<file path="config.mk">
export PLATFORM = sky130hd
export DESIGN_NAME = board_io_ctrl_flat
export DESIGN_NICKNAME = d
export VERILOG_FILES = /design/src/rtl/board_io_pkg.sv /design/src/rtl/board_io_ctrl_if.sv /design/src/rtl/io_debounce.sv /design/src/rtl/board_io_ctrl.sv /design/src/flat_wrapper.sv
export SDC_FILE = /design/constraint.sdc
export NUM_CORES = 1
export LEC_CHECK = 0
export BUFFER_PORTS_ARGS = -buffer_cell sky130_fd_sc_hd__buf_2
export CAP_MARGIN = 30
export CORE_UTILIZATION = 35
export DETAILED_ROUTE_END_ITERATION = 10
export GPL_ROUTABILITY_DRIVEN = 0
export HOLD_SLACK_MARGIN = 0.15
export PLACE_DENSITY = 0.64
export SKIP_CTS_REPAIR_TIMING = 1
export SYNTH_ARGS = -nofsm -noshare
export SYNTH_HDL_FRONTEND = slang
export SYNTH_SLANG_ARGS = --single-unit
</file>
<file path="constraint.sdc">
create_clock -name clk -period 1.9 [get_ports clk]
set_clock_uncertainty 0.05 [all_clocks]
set_input_delay 0.095 -clock clk [delete_from_list [all_inputs] [get_ports clk]]
set_output_delay 0.095 -clock clk [all_outputs]
set_load 0.01 [all_outputs]
</file>
<file path="src/rtl/board_io_pkg.sv">
// Shared types and helpers for the board I/O conditioning block.
package board_io_pkg;

  typedef enum logic [1:0] {
    LED_OFF   = 2'b00,
    LED_ON    = 2'b01,
    LED_BLINK = 2'b10,
    LED_PWM   = 2'b11
  } led_mode_t;

  typedef enum logic [1:0] {
    PHY_ASSERT = 2'd0,
    PHY_WAIT   = 2'd1,
    PHY_READY  = 2'd2
  } phy_state_t;

  // Counter width able to hold 0..n-1, never narrower than one bit.
  function automatic int cnt_w(input int n);
    return (n > 1) ? $clog2(n) : 1;
  endfunction

endpackage

</file>
<file path="src/rtl/board_io_ctrl_if.sv">
// Pin-side bundle between the board top-level and board_io_ctrl.
interface board_io_ctrl_if #(
  parameter int N_SW     = 4,
  parameter int N_LED    = 4,
  parameter int PWM_BITS = 8
) ();
  logic [N_SW-1:0]           sw_raw;
  logic [N_SW-1:0]           sw_db;
  logic [N_SW-1:0]           sw_rise;
  logic [N_SW-1:0]           sw_fall;
  logic [2*N_LED-1:0]        led_mode;
  logic [PWM_BITS*N_LED-1:0] led_duty;
  logic [N_LED-1:0]          led_out;
  logic                      phy_rst_req;
  logic                      phy_resetn;
  logic                      phy_ready;

  modport master (
    output sw_raw, led_mode, led_duty, phy_rst_req,
    input  sw_db, sw_rise, sw_fall, led_out, phy_resetn, phy_ready
  );

  modport slave (
    input  sw_raw, led_mode, led_duty, phy_rst_req,
    output sw_db, sw_rise, sw_fall, led_out, phy_resetn, phy_ready
  );
endinterface

</file>
<file path="src/rtl/io_debounce.sv">
// One switch channel: 2-flop synchroniser, stability counter, level and edge pulses.
module io_debounce
  import board_io_pkg::*;
#(
  parameter int DEBOUNCE_CYC = 500000
) (
  input  logic clk,
  input  logic resetn,
  input  logic i_raw,
  output logic o_db,
  output logic o_rise,
  output logic o_fall
);
  localparam int CW = cnt_w(DEBOUNCE_CYC);

  logic          r_meta, r_s, r_db, r_rise, r_fall;
  logic [CW-1:0] r_cnt;

  always_ff @(posedge clk or negedge resetn) begin
    if (!resetn) begin
      r_meta <= 1'b0;
      r_s    <= 1'b0;
      r_db   <= 1'b0;
      r_cnt  <= '0;
      r_rise <= 1'b0;
      r_fall <= 1'b0;
    end else begin
      r_meta <= i_raw;
      r_s    <= r_meta;
      r_rise <= 1'b0;
      r_fall <= 1'b0;
      if (r_s == r_db) begin
        r_cnt <= '0;
      end else if (r_cnt == CW'(DEBOUNCE_CYC - 1)) begin
        // Accept the new level and flag the edge on the same clock.
        r_db   <= r_s;
        r_cnt  <= '0;
        r_rise <= r_s;
        r_fall <= ~r_s;
      end else begin
        r_cnt <= r_cnt + CW'(1);
      end
    end
  end

  assign o_db   = r_db;
  assign o_rise = r_rise;
  assign o_fall = r_fall;

endmodule

</file>
<file path="src/rtl/board_io_ctrl.sv">
// Board I/O conditioning: debounced switches, LED off/on/blink/PWM drive,
// and Ethernet PHY reset sequencing.
module board_io_ctrl
  import board_io_pkg::*;
#(
  parameter int N_SW         = 4,
  parameter int N_LED        = 4,
  parameter int DEBOUNCE_CYC = 500000,
  parameter int BLINK_CYC    = 12500000,
  parameter int PWM_BITS     = 8,
  parameter int PHY_RST_CYC  = 500000,
  parameter int PHY_WAIT_CYC = 250000
) (
  input  logic            clk,
  input  logic            resetn,
  board_io_ctrl_if.slave  bus
);
  localparam int BW   = cnt_w(BLINK_CYC);
  localparam int PMAX = (PHY_RST_CYC > PHY_WAIT_CYC) ? PHY_RST_CYC : PHY_WAIT_CYC;
  localparam int PW   = cnt_w(PMAX);

  // ---------------- switches ----------------
  logic [N_SW-1:0] w_sw_db, w_sw_rise, w_sw_fall;

  generate
    for (genvar g = 0; g < N_SW; g++) begin : g_sw
      io_debounce #(.DEBOUNCE_CYC(DEBOUNCE_CYC)) u_db (
        .clk    (clk),
        .resetn (resetn),
        .i_raw  (bus.sw_raw[g]),
        .o_db   (w_sw_db[g]),
        .o_rise (w_sw_rise[g]),
        .o_fall (w_sw_fall[g])
      );
    end
  endgenerate

  assign bus.sw_db   = w_sw_db;
  assign bus.sw_rise = w_sw_rise;
  assign bus.sw_fall = w_sw_fall;

  // ---------------- LEDs ----------------
  logic [PWM_BITS-1:0] r_pwm_cnt;
  logic [BW-1:0]       r_presc;
  logic                r_blink_ph;
  logic [N_LED-1:0]    r_led, w_led_nxt;

  always_ff @(posedge clk or negedge resetn) begin
    if (!resetn) begin
      r_pwm_cnt  <= '0;
      r_presc    <= '0;
      r_blink_ph <= 1'b0;
      r_led      <= '0;
    end else begin
      r_pwm_cnt <= r_pwm_cnt + PWM_BITS'(1);
      if (r_presc == BW'(BLINK_CYC - 1)) begin
        r_presc    <= '0;
        r_blink_ph <= ~r_blink_ph;
      end else begin
        r_presc <= r_presc + BW'(1);
      end
      r_led <= w_led_nxt;
    end
  end

  always_comb begin
    w_led_nxt = '0;
    for (int i = 0; i < N_LED; i++) begin
      case (led_mode_t'(bus.led_mode[2*i +: 2]))
        LED_OFF:   w_led_nxt[i] = 1'b0;
        LED_ON:    w_led_nxt[i] = 1'b1;
        LED_BLINK: w_led_nxt[i] = r_blink_ph;
        LED_PWM:   w_led_nxt[i] = (r_pwm_cnt < bus.led_duty[PWM_BITS*i +: PWM_BITS]);
        default:   w_led_nxt[i] = 1'b0;
      endcase
    end
  end

  assign bus.led_out = r_led;

  // ---------------- PHY reset sequencer ----------------
  phy_state_t    r_state, w_state_nxt;
  logic [PW-1:0] r_pcnt, w_pcnt_nxt;
  logic          r_phy_resetn, r_phy_ready;

  always_ff @(posedge clk or negedge resetn) begin
    if (!resetn) begin
      r_state      <= PHY_ASSERT;
      r_pcnt       <= '0;
      r_phy_resetn <= 1'b0;
      r_phy_ready  <= 1'b0;
    end else begin
      r_state      <= w_state_nxt;
      r_pcnt       <= w_pcnt_nxt;
      // Pins come straight from flops so the PHY never sees decode glitches.
      r_phy_resetn <= (w_state_nxt != PHY_ASSERT);
      r_phy_ready  <= (w_state_nxt == PHY_READY);
    end
  end

  always_comb begin
    w_state_nxt = r_state;
    w_pcnt_nxt  = r_pcnt + PW'(1);
    if (bus.phy_rst_req) begin
      w_state_nxt = PHY_ASSERT;
      w_pcnt_nxt  = '0;
    end else begin
      case (r_state)
        PHY_ASSERT: if (r_pcnt == PW'(PHY_RST_CYC - 1)) begin
          w_state_nxt = PHY_WAIT;
          w_pcnt_nxt  = '0;
        end
        PHY_WAIT: if (r_pcnt == PW'(PHY_WAIT_CYC - 1)) begin
          w_state_nxt = PHY_READY;
          w_pcnt_nxt  = '0;
        end
        PHY_READY: w_pcnt_nxt = r_pcnt;
        default: begin
          w_state_nxt = PHY_ASSERT;
          w_pcnt_nxt  = '0;
        end
      endcase
    end
  end

  assign bus.phy_resetn = r_phy_resetn;
  assign bus.phy_ready  = r_phy_ready;

endmodule

</file>
<file path="src/flat_wrapper.sv">
// flat-port wrapper written by rule: the top's interface ports become plain ports
module board_io_ctrl_flat import board_io_pkg::*;
#(
  parameter int N_SW         = 4,
  parameter int N_LED        = 4,
  parameter int DEBOUNCE_CYC = 500000,
  parameter int BLINK_CYC    = 12500000,
  parameter int PWM_BITS     = 8,
  parameter int PHY_RST_CYC  = 500000,
  parameter int PHY_WAIT_CYC = 250000
)
  (clk, resetn, bus_sw_raw, bus_led_mode, bus_led_duty, bus_phy_rst_req, bus_sw_db, bus_sw_rise, bus_sw_fall, bus_led_out, bus_phy_resetn, bus_phy_ready);
  board_io_ctrl_if #(.N_SW(N_SW), .N_LED(N_LED), .PWM_BITS(PWM_BITS)) bus_i ();
  input  logic clk;
  input  logic resetn;
  input wire logic [$bits(bus_i.sw_raw)-1:0] bus_sw_raw;
  input wire logic [$bits(bus_i.led_mode)-1:0] bus_led_mode;
  input wire logic [$bits(bus_i.led_duty)-1:0] bus_led_duty;
  input wire logic [$bits(bus_i.phy_rst_req)-1:0] bus_phy_rst_req;
  output wire logic [$bits(bus_i.sw_db)-1:0] bus_sw_db;
  output wire logic [$bits(bus_i.sw_rise)-1:0] bus_sw_rise;
  output wire logic [$bits(bus_i.sw_fall)-1:0] bus_sw_fall;
  output wire logic [$bits(bus_i.led_out)-1:0] bus_led_out;
  output wire logic [$bits(bus_i.phy_resetn)-1:0] bus_phy_resetn;
  output wire logic [$bits(bus_i.phy_ready)-1:0] bus_phy_ready;
  assign bus_i.sw_raw = bus_sw_raw;
  assign bus_i.led_mode = bus_led_mode;
  assign bus_i.led_duty = bus_led_duty;
  assign bus_i.phy_rst_req = bus_phy_rst_req;
  assign bus_sw_db = bus_i.sw_db;
  assign bus_sw_rise = bus_i.sw_rise;
  assign bus_sw_fall = bus_i.sw_fall;
  assign bus_led_out = bus_i.led_out;
  assign bus_phy_resetn = bus_i.phy_resetn;
  assign bus_phy_ready = bus_i.phy_ready;
  board_io_ctrl #(.N_SW(N_SW), .N_LED(N_LED), .DEBOUNCE_CYC(DEBOUNCE_CYC), .BLINK_CYC(BLINK_CYC), .PWM_BITS(PWM_BITS), .PHY_RST_CYC(PHY_RST_CYC), .PHY_WAIT_CYC(PHY_WAIT_CYC)) u_core (.clk(clk), .resetn(resetn), .bus(bus_i));
endmodule
</file>
==> flow_metrics.py, run 1 <==
metrics = {
    "sta": {
        "tightest_slew_ns": 0.5635,
        "period_needed_ns": 1.821,
        "rsz0062_at_grt": "yes",
        "period_share_pct": 95.84,
        "relSlewSlack_pct": 62.43,
        "setup_viol_count_final": 0,
        "max_freq_mhz": 549.2,
        "drv_slew": 0,
        "hold_viol_final": 0,
    },
    "critical_path": {
        "cp.arrival_ns": 2.09,
        "timing.rr.end": "u_core.r_pcnt[16]",
        "path_max_fanout": 8,
        "r2r_cells": 6,
        "crit_chain": "ha_2 > and4_1 > nand4_1 > a2bb2oi_4 > nand2_2 > o311ai_1",
        "cp-startpoint": "u_core.r_pcnt[0]",
        "crit_buf_inv": 0,
        "r2r-start": "u_core.r_pcnt[0]",
        "cp-end-kind": "flop",
        "start_kind": "flop",
        "reg2reg_slack_ns": 0.08,
        "critical_path.max_stage_delay_ns": 0.38,
        "worstSetupPathType": "reg -> reg",
        "path_delay_family": "compound AO/OA/AOI/OAI gates",
        "crit_slowest_cell": "dfrtp_1",
        "cp_data_required_time_ns": 2.17,
    },
    "route": {
        "first_iter_violations": 259,
        "dr.pass1.iters": 5,
        "drc": 0,
        "wl_um": 16220,
        "wl_per_cell_um": 13.28,
        "num_vias": 6016,
        "postRouteAntennaNets": 0,
        "viasPerCell": 4.927,
    },
    "finish": {
        "fillers": 2088,
        "final_common_cell": "dfrtp_1",
        "drive_gt1_share_pct": 19.45,
        "final_cell_mix": "dfrtp_1 (156), nor2_1 (114), xor2_1 (75)",
        "insertedDiodeCount": 0,
        "nets": 1010,
        "stdcell_area_mm2": 0.009873,
        "syn_to_final_growth_pct": 23.28,
        "stdcell_count": 1221,
    },
    "floorplan": {
        "rows": 54,
        "start_util_pct": 36.14,
        "io_pins": 65,
        "dieHeight_um": 153.3,
        "core_area_mm2": 0.02216,
        "fp.dieW_um": 153.3,
        "die_area_mm2": 0.02349,
    },
    "global_routing": {
        "antenna_found_initial": 0,
        "grt_pass1_wl_um": 28110,
        "overflow": 0,
        "grt_pass1_vias": 6035,
        "grt_max_degree": 59,
        "track_usage_pct": 14.56,
    },
    "power_and_ir_drop": {
        "power.switching_uw": 1580,
        "seq_power_share_pct": 47.1,
        "irDropWorstVdd_mv": 0.4974,
        "power_density_mw_per_mm2": 731.8,
        "swShare_pct": 21.87,
        "comb_power_share_pct": 5.4,
        "leakagePower_uw": 0.004712,
        "p_clk_share_pct": 47.6,
        "intPower_uw": 5645,
    },
    "logic_synthesis": {
        "syn_inst": 793,
        "synth_area_mm2": 0.008009,
        "yosysTopAreaCell": "dfrtp_1",
        "synth_top_cell_area_share_pct": 48.74,
        "netlist-cell-type-count": 56,
        "syn_nets": 875,
        "synth-seq-area-share_pct": 48.74,
        "synth_enable_flop_cells": 0,
        "avgSynthCellArea_um2": 10.10,
        "synth_flop_cell": "dfrtp_1",
        "async_reset_ff_share_pct": 100.0,
        "ys_seq_elements": 156,
        "synth_warnings": 0,
        "synth_area_leaders": "dfrtp_1 (49%), xor2_1 (8.2%), ha_1 (5.5%), nor2_1 (5.4%), nand4_1 (3.7%)",
    },
    "cts": {
        "cts_htree_levels": 4,
        "cts_sinks": 156,
        "cts_tree": "yes",
        "cts_inserted_buffers": 17,
        "clockBufferDepth": 2,
        "insertion_delay_ns": 0.42,
        "clockRootBuffer": "clkbuf_16",
        "cts.clk_slew.worst_paths_ns": 0.06,
    },
    "run": {
        "max-cap-violations": 0,
    },
    "placed_design": {
        "dp_cells": 1163,
        "dpl_cell_area_mm2": 0.008976,
        "hpwl_um": 11310,
        "io_buffers": 64,
    },
    "hold_path": {
        "hold_end": "u_core.bus.led_out[2]",
        "min_from": "bus_led_duty[23]",
        "hold_path.class": "in -> reg",
        "whs_path_depth": 6,
    },
    "status": {
        "status": "finished, final reports clean",
    },
}
-- power groups by stage --
stage | logic, uW | clock network [uW] | registers [uW]
after floorplan | 144 | 0 | 3460
after global placement | 354 | 0 | 3460
after detailed placement | 362 | 0 | 3460
after CTS | 364 | 3530 | 3400
after global routing | 442 | 3690 | 3400
final | 387 | 3440 | 3400
-- worst min-delay path, delay by kind of cell --
family | cells | cell delay [ns]
AO/OA/AOI/OAI | 3 | 0.18
buffers and inverters | 2 | 0.14
adder cells (fa/ha/maj) | 1 | 0.14
-- cell type report --
cell class | instances | area, um^2 | share of cell area, %
Clock inverter | 10 | 140.1 | 1.419
Inverter | 39 | 146.4 | 1.483
Multi-Input combinational cell | 578 | 3901 | 39.51
Tap cell | 280 | 350.3 | 3.548
Timing Repair Buffer | 136 | 977.2 | 9.897
Sequential cell | 156 | 3904 | 39.54
Clock buffer | 22 | 454.2 | 4.600
-- routing by layer --
metal	vias to the layer above	track usage, %	routed length, um
li1	3015	-	-
met1	2934	19.41	7942
met2	55	23.64	7771
met3	12	3.062	362
met4	0	4.473	140
met5	-	0	0
-- cells by family (layout without fill, tap and decap cells) --
logic type	after synthesis	after routing	synth area share, %
and+or+nand+nor	367	368	24.48
AOI/OAI and AO/OA	65	65	5.593
DFF	156	156	48.74
adders and majority gates	35	35	5.468
muxes	5	5	0.6874
buffers and inverters	60	207	3.546
xor gates and xnor gates	105	105	11.48
-- per-stage QoR --
stage	total power [uW]	TNS (ns)	setup slack, ns	hold WS, ns	util, %
floorplan	3601	0	0.06112	-0.2506	-
global placement	3813	-0.03065	-0.01272	0.06207	40.50
detailed placement	3821	-0.1397	-0.03960	0.06326	40.50
CTS	7290	-0.2058	-0.05200	-0.3850	43.19
global route	7534	-0.04181	-0.006992	0.1586	44.55
finish	7225	0	0.07904	0.1350	44.55
-- state kept, by name, summed over array words and instances (netlist names) --
name	flops
u_core.bus.phy_ready	1
u_core.g_sw.u_db.o_fall	4
u_core.r_presc	24
u_core.r_blink_ph	1
u_core.r_pcnt	19
u_core.g_sw.u_db.o_rise	4
u_core.g_sw.u_db.o_db	4
u_core.r_pwm_cnt	8
u_core.g_sw.u_db.r_s	4
u_core.bus.led_out	4
u_core.r_state	2
u_core.g_sw.u_db.r_cnt	76
u_core.bus.phy_resetn	1
u_core.g_sw.u_db.r_meta	4
-- cell usage after synthesis (4+ instances only) --
cell	instances
nor2_1	115
dfrtp_1	156
nor4_2	5
nor3b_1	9
xor2_1	75
or2_1	7
inv_1	38
and4_1	11
o311ai_1	4
buf_4	14
nand2b_1	6
nand4_1	48
xnor2_1	30
o21ai_0	5
a21o_1	16
buf_2	5
nand2_1	63
ha_1	35
nor3_1	7
mux2_2	4
a21oi_1	13
nand3_1	48
o21ai_1	11
and3_1	13
-- worst max path at each step --
stage	endpoint	cells after the start
2_1_floorplan	u_core.r_pcnt[2]	7
3_3_place_gp	u_core.r_pcnt[8]	6
3_5_place_dp	u_core.r_pcnt[8]	6
4_1_cts	u_core.r_pcnt[13]	6
5_1_grt	u_core.r_pcnt[1]	6
6_report	u_core.r_pcnt[16]	6
No activity file was read; power rests on OpenSTA's default activity.
==> run 2, diff against run 1 <==
--- a/config.mk
+++ b/config.mk
@@ -11,7 +11,7 @@
 export DETAILED_ROUTE_END_ITERATION = 10
 export GPL_ROUTABILITY_DRIVEN = 0
 export HOLD_SLACK_MARGIN = 0.15
-export PLACE_DENSITY = 0.64
+export PLACE_DENSITY = 0.62
 export SKIP_CTS_REPAIR_TIMING = 1
 export SYNTH_ARGS = -nofsm -noshare
 export SYNTH_HDL_FRONTEND = slang
==> constraint.sdc (replaced) <==
create_clock -name clk -period 2.1 [get_ports clk]
set_clock_uncertainty 0.05 [all_clocks]
set_input_delay 0.105 -clock clk [delete_from_list [all_inputs] [get_ports clk]]
set_output_delay 0.105 -clock clk [all_outputs]
set_load 0.01 [all_outputs]
==> run 2 against run 1 <==
Sequential cell count stayed put. Global-route usage is 0.68 points lower. Sequential share of layout area is 1.5 points higher. Power is 9.7% lower. First-iteration DRC count is 18% lower. Combinational power is 18% lower. Clock power is 9.0% lower. Largest cell class unchanged.
==> flow_metrics.py, run 2 (synthesized netlist as in run 1, its figures left out) <==
metrics = {
    "power_and_ir_drop": {
        "power_density_mw_per_mm2": 685.8,
        "leakagePower_uw": 0.004512,
        "total_power_uw": 6522,
        "irDropWorstVdd_mv": 0.4157,
    },
    "critical_path": {
        "cp_data_required_time_ns": 2.36,
        "timing.rr.end": "u_core.r_pcnt[12]",
        "r2r-start": "u_core.r_pcnt[1]",
        "path_max_fanout": 14,
        "start_kind": "flop",
        "cp-end-kind": "flop",
        "worstSetupPathType": "reg -> reg",
        "r2r_cells": 6,
        "reg2reg_slack_ns": 0.12,
        "cp.arrival_ns": 2.24,
    },
    "placed_design": {
        "hpwl_um": 10790,
        "place_ws_ns": 0.01873,
        "io_buffers": 64,
    },
    "route": {
        "wl_um": 15390,
        "first_iter_violations": 212,
        "viasPerCell": 4.849,
        "wl_per_cell_um": 13.02,
        "postRouteAntennaNets": 0,
        "num_vias": 5731,
        "drc": 0,
        "dr.pass1.iters": 4,
    },
    "cts": {
        "cts.clk_slew.worst_paths_ns": 0.06,
        "cts_sinks": 156,
        "cts_tree": "yes",
        "cts_htree_levels": 4,
        "insertion_delay_ns": 0.42,
        "clockRootBuffer": "clkbuf_16",
        "clockBufferDepth": 2,
        "cts_inserted_buffers": 17,
    },
    "floorplan": {
        "die_area_mm2": 0.02349,
        "start_util_pct": 36.14,
        "core_area_mm2": 0.02216,
        "rows": 54,
        "fp.dieW_um": 153.3,
        "dieHeight_um": 153.3,
        "io_pins": 65,
    },
    "global_routing": {
        "antenna_found_initial": 0,
        "grt_max_degree": 61,
        "grt_pass1_wl_um": 26650,
        "overflow": 0,
        "grt_pass1_vias": 5594,
        "track_usage_pct": 13.88,
    },
    "hold_path": {
        "hold_end": "u_core.bus.led_out[0]",
        "whs_path_depth": 5,
        "min_from": "bus_led_mode[0]",
        "hold_path.class": "in -> reg",
    },
    "sta": {
        "tightest_slew_ns": 0.5907,
        "hold_viol_final": 0,
        "relSlewSlack_pct": 60.62,
        "drv_slew": 0,
        "setup_viol_count_final": 0,
        "max_freq_mhz": 504.1,
        "worst_slack_ns": 0.1162,
        "rsz0062_at_grt": "no",
        "setup_tns_ns": 0,
        "period_share_pct": 94.47,
        "timing.hold.ws_ns": 0.1162,
        "period_needed_ns": 1.984,
    },
    "finish": {
        "reg.largest.list": "u_core.g_sw.u_db.r_cnt: 76 flops, u_core.r_presc: 24 flops, u_core.r_pcnt: 19 flops",
        "fin_util_pct": 42.91,
        "insertedDiodeCount": 0,
        "largest_reg_flops": 76,
        "final_common_cell": "dfrtp_1",
        "multi_input_area_mm2": 0.003834,
        "nets": 975,
        "syn_to_final_growth_pct": 18.75,
        "drive_gt1_share_pct": 15.52,
        "fillers": 2160,
        "regArea_mm2": 0.003904,
        "top_register": "u_core.g_sw.u_db.r_cnt",
        "final_cell_mix": "dfrtp_1 (156), nor2_1 (115), xor2_1 (75)",
    },
    "status": {
        "status": "finished, final reports clean",
    },
    "run": {
        "max-cap-violations": 0,
    },
}
[run 2: routing by layer]
layer | share of wire (%) | GRT usage (%) | vias to the layer above | wire (um)
met3 | 2.6 | 3.657 | 12 | 407
met2 | 46 | 21.70 | 58 | 7080
met5 | 0 | 0 | - | 0
li1 | - | - | 2937 | -
met1 | 50 | 18.70 | 2724 | 7747
met4 | 0.99 | 4.329 | 0 | 152
[run 2: metrics by stage]
stage	std cells	cell area [um^2]
after floorplan	793	8009
after global placement	1139	8758
after detailed placement	1139	8758
after CTS	1167	9348
after global routing	1182	9510
final	1182	9510
[run 2: how the worst max path moves through the flow]
stage / startpoint / endpoint / slack [ns]
6_report: u_core.r_pcnt[1] / u_core.r_pcnt[12] / 0.12
5_1_grt: u_core.r_pcnt[1] / u_core.r_pcnt[1] / 0.02
4_1_cts: u_core.r_pcnt[1] / u_core.r_pcnt[12] / 0.04
3_5_place_dp: u_core.r_pcnt[1] / u_core.r_pcnt[12] / 0.02
3_3_place_gp: u_core.r_pcnt[1] / u_core.r_pcnt[14] / 0.12
2_1_floorplan: u_core.r_pcnt[0] / u_core.r_pcnt[2] / 0.26
[run 2: area by class of cell]
cell class	instances	share of cell area [%]
Clock inverter	10	1.579
Clock buffer	18	4.618
Sequential cell	156	41.05
Multi-Input combinational cell	577	40.31
Inverter	39	1.539
Timing Repair Buffer	102	7.223
Tap cell	280	3.684
[run 2: critical path: stages, from the launching register on]
cell and delay (ns):
dfrtp_1 0.41, ha_1 0.24, and4_1 0.23, nand4_1 0.18, a2bb2oi_4 0.25, nand2_4 0.17
o311ai_1 0.33
[run 2: where the power goes]
group          switching (uW)  total, uW  internal, uW
Clock                    1150       3130          1980
Combinational             179        318           139
Sequential               33.0       3080          3040
